[src/rtl/inst_encoder_if.sv]
// Request/injection bus of the instruction encoder: field-level request in,
// encoded RV32I word out, plus occupancy and error status.
interface inst_encoder_if #(
  parameter int DEPTH = 4,
  parameter int CNT_W = 8
);
  localparam int CW = $clog2(DEPTH) + 1;

  // Both channels use valid/ready: a transfer happens on a rising clock edge
  // where valid and ready are both high; the producer holds its payload
  // stable while valid is high and ready is low.
  logic              req_valid_i;
  logic              req_ready_o;
  logic [3:0]        req_kind_i;
  logic [4:0]        req_rd_i;
  logic [4:0]        req_rs1_i;
  logic [4:0]        req_rs2_i;
  logic [2:0]        req_funct3_i;
  logic [6:0]        req_funct7_i;
  logic [31:0]       req_imm_i;

  logic              inst_valid_o;
  logic              inst_ready_i;
  logic [31:0]       inst_o;

  logic [CW-1:0]     count_o;
  logic              err_o;
  logic [CNT_W-1:0]  err_count_o;

  modport master (
    output req_valid_i, req_kind_i, req_rd_i, req_rs1_i, req_rs2_i,
           req_funct3_i, req_funct7_i, req_imm_i, inst_ready_i,
    input  req_ready_o, inst_valid_o, inst_o, count_o, err_o, err_count_o
  );

  modport slave (
    input  req_valid_i, req_kind_i, req_rd_i, req_rs1_i, req_rs2_i,
           req_funct3_i, req_funct7_i, req_imm_i, inst_ready_i,
    output req_ready_o, inst_valid_o, inst_o, count_o, err_o, err_count_o
  );
endinterface

[src/rtl/inst_encoder.sv]
// RV32I instruction encoder feeding a DEPTH-entry injection FIFO.
// Optional macro INST_ENC_RANGE_CHECK_EN rejects out-of-range immediates.
module inst_encoder #(
  parameter int DEPTH = 4,
  parameter int CNT_W = 8
) (
  input  logic         clk,
  input  logic         reset_n,
  input  logic         flush_i,
  inst_encoder_if.slave bus
);
  localparam int PW = (DEPTH > 1) ? $clog2(DEPTH) : 1;
  localparam int CW = $clog2(DEPTH) + 1;
  localparam logic [CW-1:0] FULL = CW'(DEPTH);

  typedef enum logic [2:0] {
    FMT_R, FMT_I, FMT_S, FMT_B, FMT_U, FMT_J, FMT_NONE
  } fmt_e;

  fmt_e        fmt;
  logic [6:0]  opcode;
  logic [31:0] imm;
  logic [31:0] imm_bits;
  logic [31:0] word;
  logic        imm_ok;
  logic        use_rd, use_rs1, use_rs2, use_f7;

  logic [31:0]      mem [DEPTH];
  logic [PW-1:0]    wr_ptr, rd_ptr;
  logic [CW-1:0]    count;
  logic             err_q;
  logic [CNT_W-1:0] err_cnt;

  logic req_ready, accept, good, push, pop, err_d, head_valid;

  assign imm = bus.req_imm_i;

  always_comb begin
    opcode = 7'b0;
    fmt    = FMT_NONE;
    case (bus.req_kind_i)
      4'd0:    begin opcode = 7'b0110011; fmt = FMT_R; end
      4'd1:    begin opcode = 7'b0010011; fmt = FMT_I; end
      4'd2:    begin opcode = 7'b0000011; fmt = FMT_I; end
      4'd3:    begin opcode = 7'b0100011; fmt = FMT_S; end
      4'd4:    begin opcode = 7'b1100011; fmt = FMT_B; end
      4'd5:    begin opcode = 7'b1101111; fmt = FMT_J; end
      4'd6:    begin opcode = 7'b1100111; fmt = FMT_I; end
      4'd7:    begin opcode = 7'b0110111; fmt = FMT_U; end
      4'd8:    begin opcode = 7'b0010111; fmt = FMT_U; end
      4'd9:    begin opcode = 7'b1110011; fmt = FMT_I; end
      default: ;
    endcase
  end

  assign use_rd  = (fmt == FMT_R) || (fmt == FMT_I) || (fmt == FMT_U) || (fmt == FMT_J);
  assign use_rs1 = (fmt == FMT_R) || (fmt == FMT_I) || (fmt == FMT_S) || (fmt == FMT_B);
  assign use_rs2 = (fmt == FMT_R) || (fmt == FMT_S) || (fmt == FMT_B);
  assign use_f7  = (fmt == FMT_R);

  // Immediate bits only land on positions whose register fields are zeroed
  // for that format, so the word can be OR-composed.
  always_comb begin
    imm_bits = 32'b0;
    case (fmt)
      FMT_I:   imm_bits = {imm[11:0], 20'b0};
      FMT_S:   imm_bits = {imm[11:5], 13'b0, imm[4:0], 7'b0};
      FMT_B:   imm_bits = {imm[12], imm[10:5], 13'b0, imm[4:1], imm[11], 7'b0};
      FMT_U:   imm_bits = {imm[31:12], 12'b0};
      FMT_J:   imm_bits = {imm[20], imm[10:1], imm[11], imm[19:12], 12'b0};
      default: imm_bits = 32'b0;
    endcase
  end

  always_comb begin
    imm_ok = 1'b1;
`ifdef INST_ENC_RANGE_CHECK_EN
    case (fmt)
      FMT_I, FMT_S: imm_ok = (&imm[31:11]) || ~(|imm[31:11]);
      FMT_B:        imm_ok = ((&imm[31:12]) || ~(|imm[31:12])) && !imm[0];
      FMT_J:        imm_ok = ((&imm[31:20]) || ~(|imm[31:20])) && !imm[0];
      FMT_U:        imm_ok = ~(|imm[11:0]);
      default:      imm_ok = 1'b1;
    endcase
`endif
  end

  assign word = imm_bits
              | {use_f7 ? bus.req_funct7_i : 7'b0,
                 use_rs2 ? bus.req_rs2_i : 5'b0,
                 use_rs1 ? bus.req_rs1_i : 5'b0,
                 use_rs1 ? bus.req_funct3_i : 3'b0,
                 use_rd  ? bus.req_rd_i : 5'b0,
                 opcode};

  // Ready is held low during reset and never bypasses a full FIFO.
  assign req_ready  = reset_n && (count < FULL);
  assign head_valid = (count != '0);
  assign accept     = bus.req_valid_i && req_ready;
  assign good       = (fmt != FMT_NONE) && imm_ok;
  assign push       = accept && good && !flush_i;
  assign err_d      = accept && !good && !flush_i;
  assign pop        = head_valid && bus.inst_ready_i && !flush_i;

  always_ff @(posedge clk or negedge reset_n) begin
    if (!reset_n) begin
      count  <= '0;
      wr_ptr <= '0;
      rd_ptr <= '0;
    end else if (flush_i) begin
      count  <= '0;
      wr_ptr <= '0;
      rd_ptr <= '0;
    end else begin
      if (push) wr_ptr <= wr_ptr + 1'b1;
      if (pop)  rd_ptr <= rd_ptr + 1'b1;
      case ({push, pop})
        2'b10:   count <= count + 1'b1;
        2'b01:   count <= count - 1'b1;
        default: count <= count;
      endcase
    end
  end

  always_ff @(posedge clk) begin
    if (push) mem[wr_ptr] <= word;
  end

  always_ff @(posedge clk or negedge reset_n) begin
    if (!reset_n) begin
      err_q   <= 1'b0;
      err_cnt <= '0;
    end else begin
      err_q <= err_d;
      if (err_d && (err_cnt != '1)) err_cnt <= err_cnt + 1'b1;
    end
  end

  assign bus.req_ready_o  = req_ready;
  assign bus.inst_valid_o = head_valid;
  assign bus.inst_o       = head_valid ? mem[rd_ptr] : 32'b0;
  assign bus.count_o      = count;
  assign bus.err_o        = err_q;
  assign bus.err_count_o  = err_cnt;
endmodule
[src/flat_wrapper.sv]
// flat-port wrapper written by rule: the top's interface ports become plain ports
module inst_encoder_flat 
#(
  parameter int DEPTH = 4,
  parameter int CNT_W = 8
)
  (clk, reset_n, flush_i, bus_req_valid_i, bus_req_kind_i, bus_req_rd_i, bus_req_rs1_i, bus_req_rs2_i, bus_req_funct3_i, bus_req_funct7_i, bus_req_imm_i, bus_inst_ready_i, bus_req_ready_o, bus_inst_valid_o, bus_inst_o, bus_count_o, bus_err_o, bus_err_count_o);
  inst_encoder_if #(.DEPTH(DEPTH), .CNT_W(CNT_W)) bus_i ();
  input  logic clk;
  input  logic reset_n;
  input  logic flush_i;
  input wire logic [$bits(bus_i.req_valid_i)-1:0] bus_req_valid_i;
  input wire logic [$bits(bus_i.req_kind_i)-1:0] bus_req_kind_i;
  input wire logic [$bits(bus_i.req_rd_i)-1:0] bus_req_rd_i;
  input wire logic [$bits(bus_i.req_rs1_i)-1:0] bus_req_rs1_i;
  input wire logic [$bits(bus_i.req_rs2_i)-1:0] bus_req_rs2_i;
  input wire logic [$bits(bus_i.req_funct3_i)-1:0] bus_req_funct3_i;
  input wire logic [$bits(bus_i.req_funct7_i)-1:0] bus_req_funct7_i;
  input wire logic [$bits(bus_i.req_imm_i)-1:0] bus_req_imm_i;
  input wire logic [$bits(bus_i.inst_ready_i)-1:0] bus_inst_ready_i;
  output wire logic [$bits(bus_i.req_ready_o)-1:0] bus_req_ready_o;
  output wire logic [$bits(bus_i.inst_valid_o)-1:0] bus_inst_valid_o;
  output wire logic [$bits(bus_i.inst_o)-1:0] bus_inst_o;
  output wire logic [$bits(bus_i.count_o)-1:0] bus_count_o;
  output wire logic [$bits(bus_i.err_o)-1:0] bus_err_o;
  output wire logic [$bits(bus_i.err_count_o)-1:0] bus_err_count_o;
  assign bus_i.req_valid_i = bus_req_valid_i;
  assign bus_i.req_kind_i = bus_req_kind_i;
  assign bus_i.req_rd_i = bus_req_rd_i;
  assign bus_i.req_rs1_i = bus_req_rs1_i;
  assign bus_i.req_rs2_i = bus_req_rs2_i;
  assign bus_i.req_funct3_i = bus_req_funct3_i;
  assign bus_i.req_funct7_i = bus_req_funct7_i;
  assign bus_i.req_imm_i = bus_req_imm_i;
  assign bus_i.inst_ready_i = bus_inst_ready_i;
  assign bus_req_ready_o = bus_i.req_ready_o;
  assign bus_inst_valid_o = bus_i.inst_valid_o;
  assign bus_inst_o = bus_i.inst_o;
  assign bus_count_o = bus_i.count_o;
  assign bus_err_o = bus_i.err_o;
  assign bus_err_count_o = bus_i.err_count_o;
  inst_encoder #(.DEPTH(DEPTH), .CNT_W(CNT_W)) u_core (.clk(clk), .reset_n(reset_n), .flush_i(flush_i), .bus(bus_i));
endmodule
[config.mk]
export PLATFORM = sky130hd
export DESIGN_NAME = inst_encoder_flat
export DESIGN_NICKNAME = d
export VERILOG_FILES = /design/src/rtl/inst_encoder_if.sv /design/src/rtl/inst_encoder.sv /design/src/flat_wrapper.sv
export SDC_FILE = /design/constraint.sdc
export NUM_CORES = 1
export LEC_CHECK = 0
export CAP_MARGIN = 20
export CELL_PAD_IN_SITES_DETAIL_PLACEMENT = 1
export CELL_PAD_IN_SITES_GLOBAL_PLACEMENT = 1
export CORE_ASPECT_RATIO = 2
export CORE_MARGIN = 2
export CORE_UTILIZATION = 47
export DETAILED_ROUTE_END_ITERATION = 16
export PLACE_DENSITY_LB_ADDON = 0.1
export SLEW_MARGIN = 30
export SYNTH_ARGS = -nofsm -noshare
export SYNTH_HDL_FRONTEND = slang
export SYNTH_SLANG_ARGS = --single-unit
[constraint.sdc]
create_clock -name clk -period 4.1 [get_ports clk]
set_clock_uncertainty 0.05 [all_clocks]
set_input_delay 0.82 -clock clk [delete_from_list [all_inputs] [get_ports clk]]
set_output_delay 0.82 -clock clk [all_outputs]
set_load 0.01 [all_outputs]
==> flow_metrics.tcl <==
set metrics [dict create \
    synth_common_cells "edfxtp_1, and2_1, mux4_2" \
    antenna_found_initial 0 \
    syn_nets 478 \
    dp_hpwl_um 10600 \
    p_sw_mw 1.31 \
    p_per_area_nw_per_um2 544 \
    wire_per_inst_um 22.5 \
    drt_first_pass_iters 5 \
    ys_ff_latch 140 \
    drive_gt1_share_pct 16.2 \
    cp.required_ps 3230 \
    fin_crit_sh_pct 86.6 \
    grt_max_degree 32 \
    cts-root-buf "clkbuf_16" \
    async_reset_ff_share_pct 11.4 \
    clk_pin_slew_ps 60 \
    crit_family "buffers and inverters" \
    track_usage_pct 22.7 \
    rsz0062_at_grt "false" \
    fill_cells 1244 \
    cp_slowest_cell "dfrtp_2" \
    fp-row-count 60 \
    p_comb_share_pct 29.7 \
    die_h_um 168 \
    grt_pass1_vias 4348 \
    remaining_drc_errors 0 \
    synth_largest_area_cell "edfxtp_1" \
    htree_levels 4 \
    clk_latency_ps 410 \
    ys_seq_area_share_pct 65.0 \
    outcome "finished, final reports clean" \
    gp_congestion 0.787 \
    num_vias 4064 \
    synth_top_flop_cell "edfxtp_1" \
    synth.avg_cell_area_um2 15.6 \
    vias_per_cell 5.87 \
    p_sw_share_pct 29.3 \
    slowest_delay_ps 780 \
    placeableCoreArea_um2 13300 \
    wirelength_um 15600 \
    timing.fmax_ghz 0.282 \
    final_nets 596 \
    numCtsBuffers 17 \
    crit_path_start_kind "flop" \
    crit_arrival_ps 2680 \
    seq_area_um2 4130 \
    synth_area_um2 6340 \
    ant_nets 0 \
    pwr-share-clk_pct 32.0 \
    synthTopCellsByArea "edfxtp_1, mux4_2, dfrtp_1, and2_1, a221oi_1" \
    fin_crit_ps 3550 \
    routed.top_layer "met4" \
    final_util_pct 62.1 \
    finalMaxSlewViolations 0 \
    critPathCaptureType "primary output" \
    tightest_slew_ps 657 \
    power_mw 4.49 \
    wl_met1_um 6370 \
    drt_iter0_drc 226 \
    final-hold-violation-count 0 \
    synth_edf_count 124 \
    cp_cell_sequence "buf_12 > mux4_2 > and2_1 > clkdlybuf4s50_1" \
    yosysMostFrequentCell "edfxtp_1" \
    grt_pass1_wl_um 24300 \
    cap_violations 0 \
    cts_tree "done" \
    setup_viol 0 \
    power_leakage_nw 2.88 \
    diodes 0 \
    worstHoldPathType "flop to flop" \
    overflow 0 \
    synth_cell_type_count 48 \
    multiInputGateArea_um2 2020 \
    holdBufCountCts 0 \
    synthCells 406 \
    clock_path_buffers 2 \
    ioPinCount 112 \
    p_seq_share_pct 38.3 \
    cts-resized-gates 0 \
    synthDominantCellAreaShare_pct 58.7 \
    tns_ps 0 \
    cts_num_sinks 140 \
    io_buffers 111 \
    dr_wl_met3_um 734 \
    syn_to_final_growth_pct 30.1 \
    ir_drop_uv 366 \
    die_x_um 86.1 \
    slew_headroom_pct 55.8 \
    die_area_um2 14500 \
    start_util_pct 47.7 \
    dr_wl_met2_um 8080 \
    rrSetupSlack_ps 1170 \
    p_int_mw 3.18 \
    cts_setup_buffers 0 \
    yosysWarnings 0 \
    crit_fanout 18 \
    cp.buffers_inverters 2 \
    crit_type "flop to primary output" \
]
sequential cells by signal (all words and copies together) (netlist names):
register	cells
u_core.mem	124
u_core.bus.err_count_o	8
u_core.bus.count_o	3
u_core.rd_ptr	2
u_core.wr_ptr	2
u_core.bus.err_o	1
worst reg2reg max path, stage by stage, from the launching register on:
cell     delay (ps)
dfrtp_1         430
or3_2           760
buf_4           290
nand2_2         120
nor3_1           70
fa_1            400
and4_1          180
a32oi_1         170
mux2_1          340
layout by cell type, fill, tap and decap left out, types with 3 or more instances in the layout:
cell	instances
edfxtp_1	124
clkdlybuf4s50_1	111
and2_1	35
mux4_2	31
inv_1	19
clkbuf_16	17
dfrtp_1	15
nor2b_1	14
nor2_1	13
nand2_1	12
nand3_1	12
a221oi_1	11
o21ai_0	10
buf_4	9
a21oi_1	8
xor2_1	8
o31ai_1	7
a222oi_1	6
nand2b_1	5
ha_1	5
inv_6	5
buf_12	5
a221o_1	4
clkinv_4	4
nor3_1	3
nor4_2	3
and4_1	3
mux2_1	3
inv_8	3
metrics by stage:
stage               std cells  area (um2)  hold slack, ps  setup WS, ps
finish                    692        8250             469           548
detailed placement        660        7690             443           633
CTS                       692        8250             463           494
floorplan                 406        6340             465          1410
global route              692        8250             478           412
global placement          660        7690             443           676
logic make-up (layout without fill, tap and decap cells):
| family | Yosys count | in the layout | synth area share, % |
|---|---|---|---|
| buf+inv | 45 | 176 | 3.06 |
| xor+xnor | 10 | 10 | 1.38 |
| simple gates | 113 | 113 | 10.8 |
| flops | 140 | 140 | 65.0 |
| compound gates | 56 | 56 | 6.55 |
| fa+ha+maj | 6 | 6 | 1.30 |
| mux | 36 | 36 | 11.9 |
final cells by class:
class / instances / share of cell area, %
Clock inverter: 15 / 1.59
Timing Repair Buffer: 125 / 15.5
Multi-Input combinational cell: 221 / 24.5
Tap cell: 155 / 2.35
Sequential cell: 140 / 50.0
Clock buffer: 17 / 5.16
Inverter: 19 / 0.864
routing by layer:
metal	GRT usage, %	up-vias
met2	37.6	145
met3	4.61	26
met5	0	-
met1	29.1	2071
li1	-	1822
met4	8.76	0
power by group through the flow:
| stage | Combinational (mW) | Clock [mW] | Sequential (mW) |
|---|---|---|---|
| finish | 1.33 | 1.44 | 1.72 |
| global route | 1.44 | 1.51 | 1.73 |
| CTS | 1.35 | 1.46 | 1.72 |
| detailed placement | 1.34 | 0 | 1.75 |
| global placement | 1.32 | 0 | 1.75 |
| floorplan | 0.730 | 0 | 1.70 |
path summary, 6_finish.rpt:
kind,to,cells after the start,from
max reg2reg,u_core.bus.count_o[2]$_DFFE_PN0P_,8,u_core.bus.count_o[1]$_DFFE_PN0P_
min in group asynchronous,u_core.bus.count_o[1]$_DFFE_PN0P_,1,reset_n
min reg2reg,u_core.bus.err_count_o[0]$_DFFE_PN0P_,1,u_core.bus.err_count_o[0]$_DFFE_PN0P_
min,u_core.bus.err_count_o[0]$_DFFE_PN0P_,1,u_core.bus.err_count_o[0]$_DFFE_PN0P_
max in group asynchronous,u_core.rd_ptr[0]$_DFFE_PN0P_,2,reset_n
max,bus_inst_o[1],4,u_core.rd_ptr[0]$_DFFE_PN0P_
Note: power is estimated with default switching activity, not from simulation.
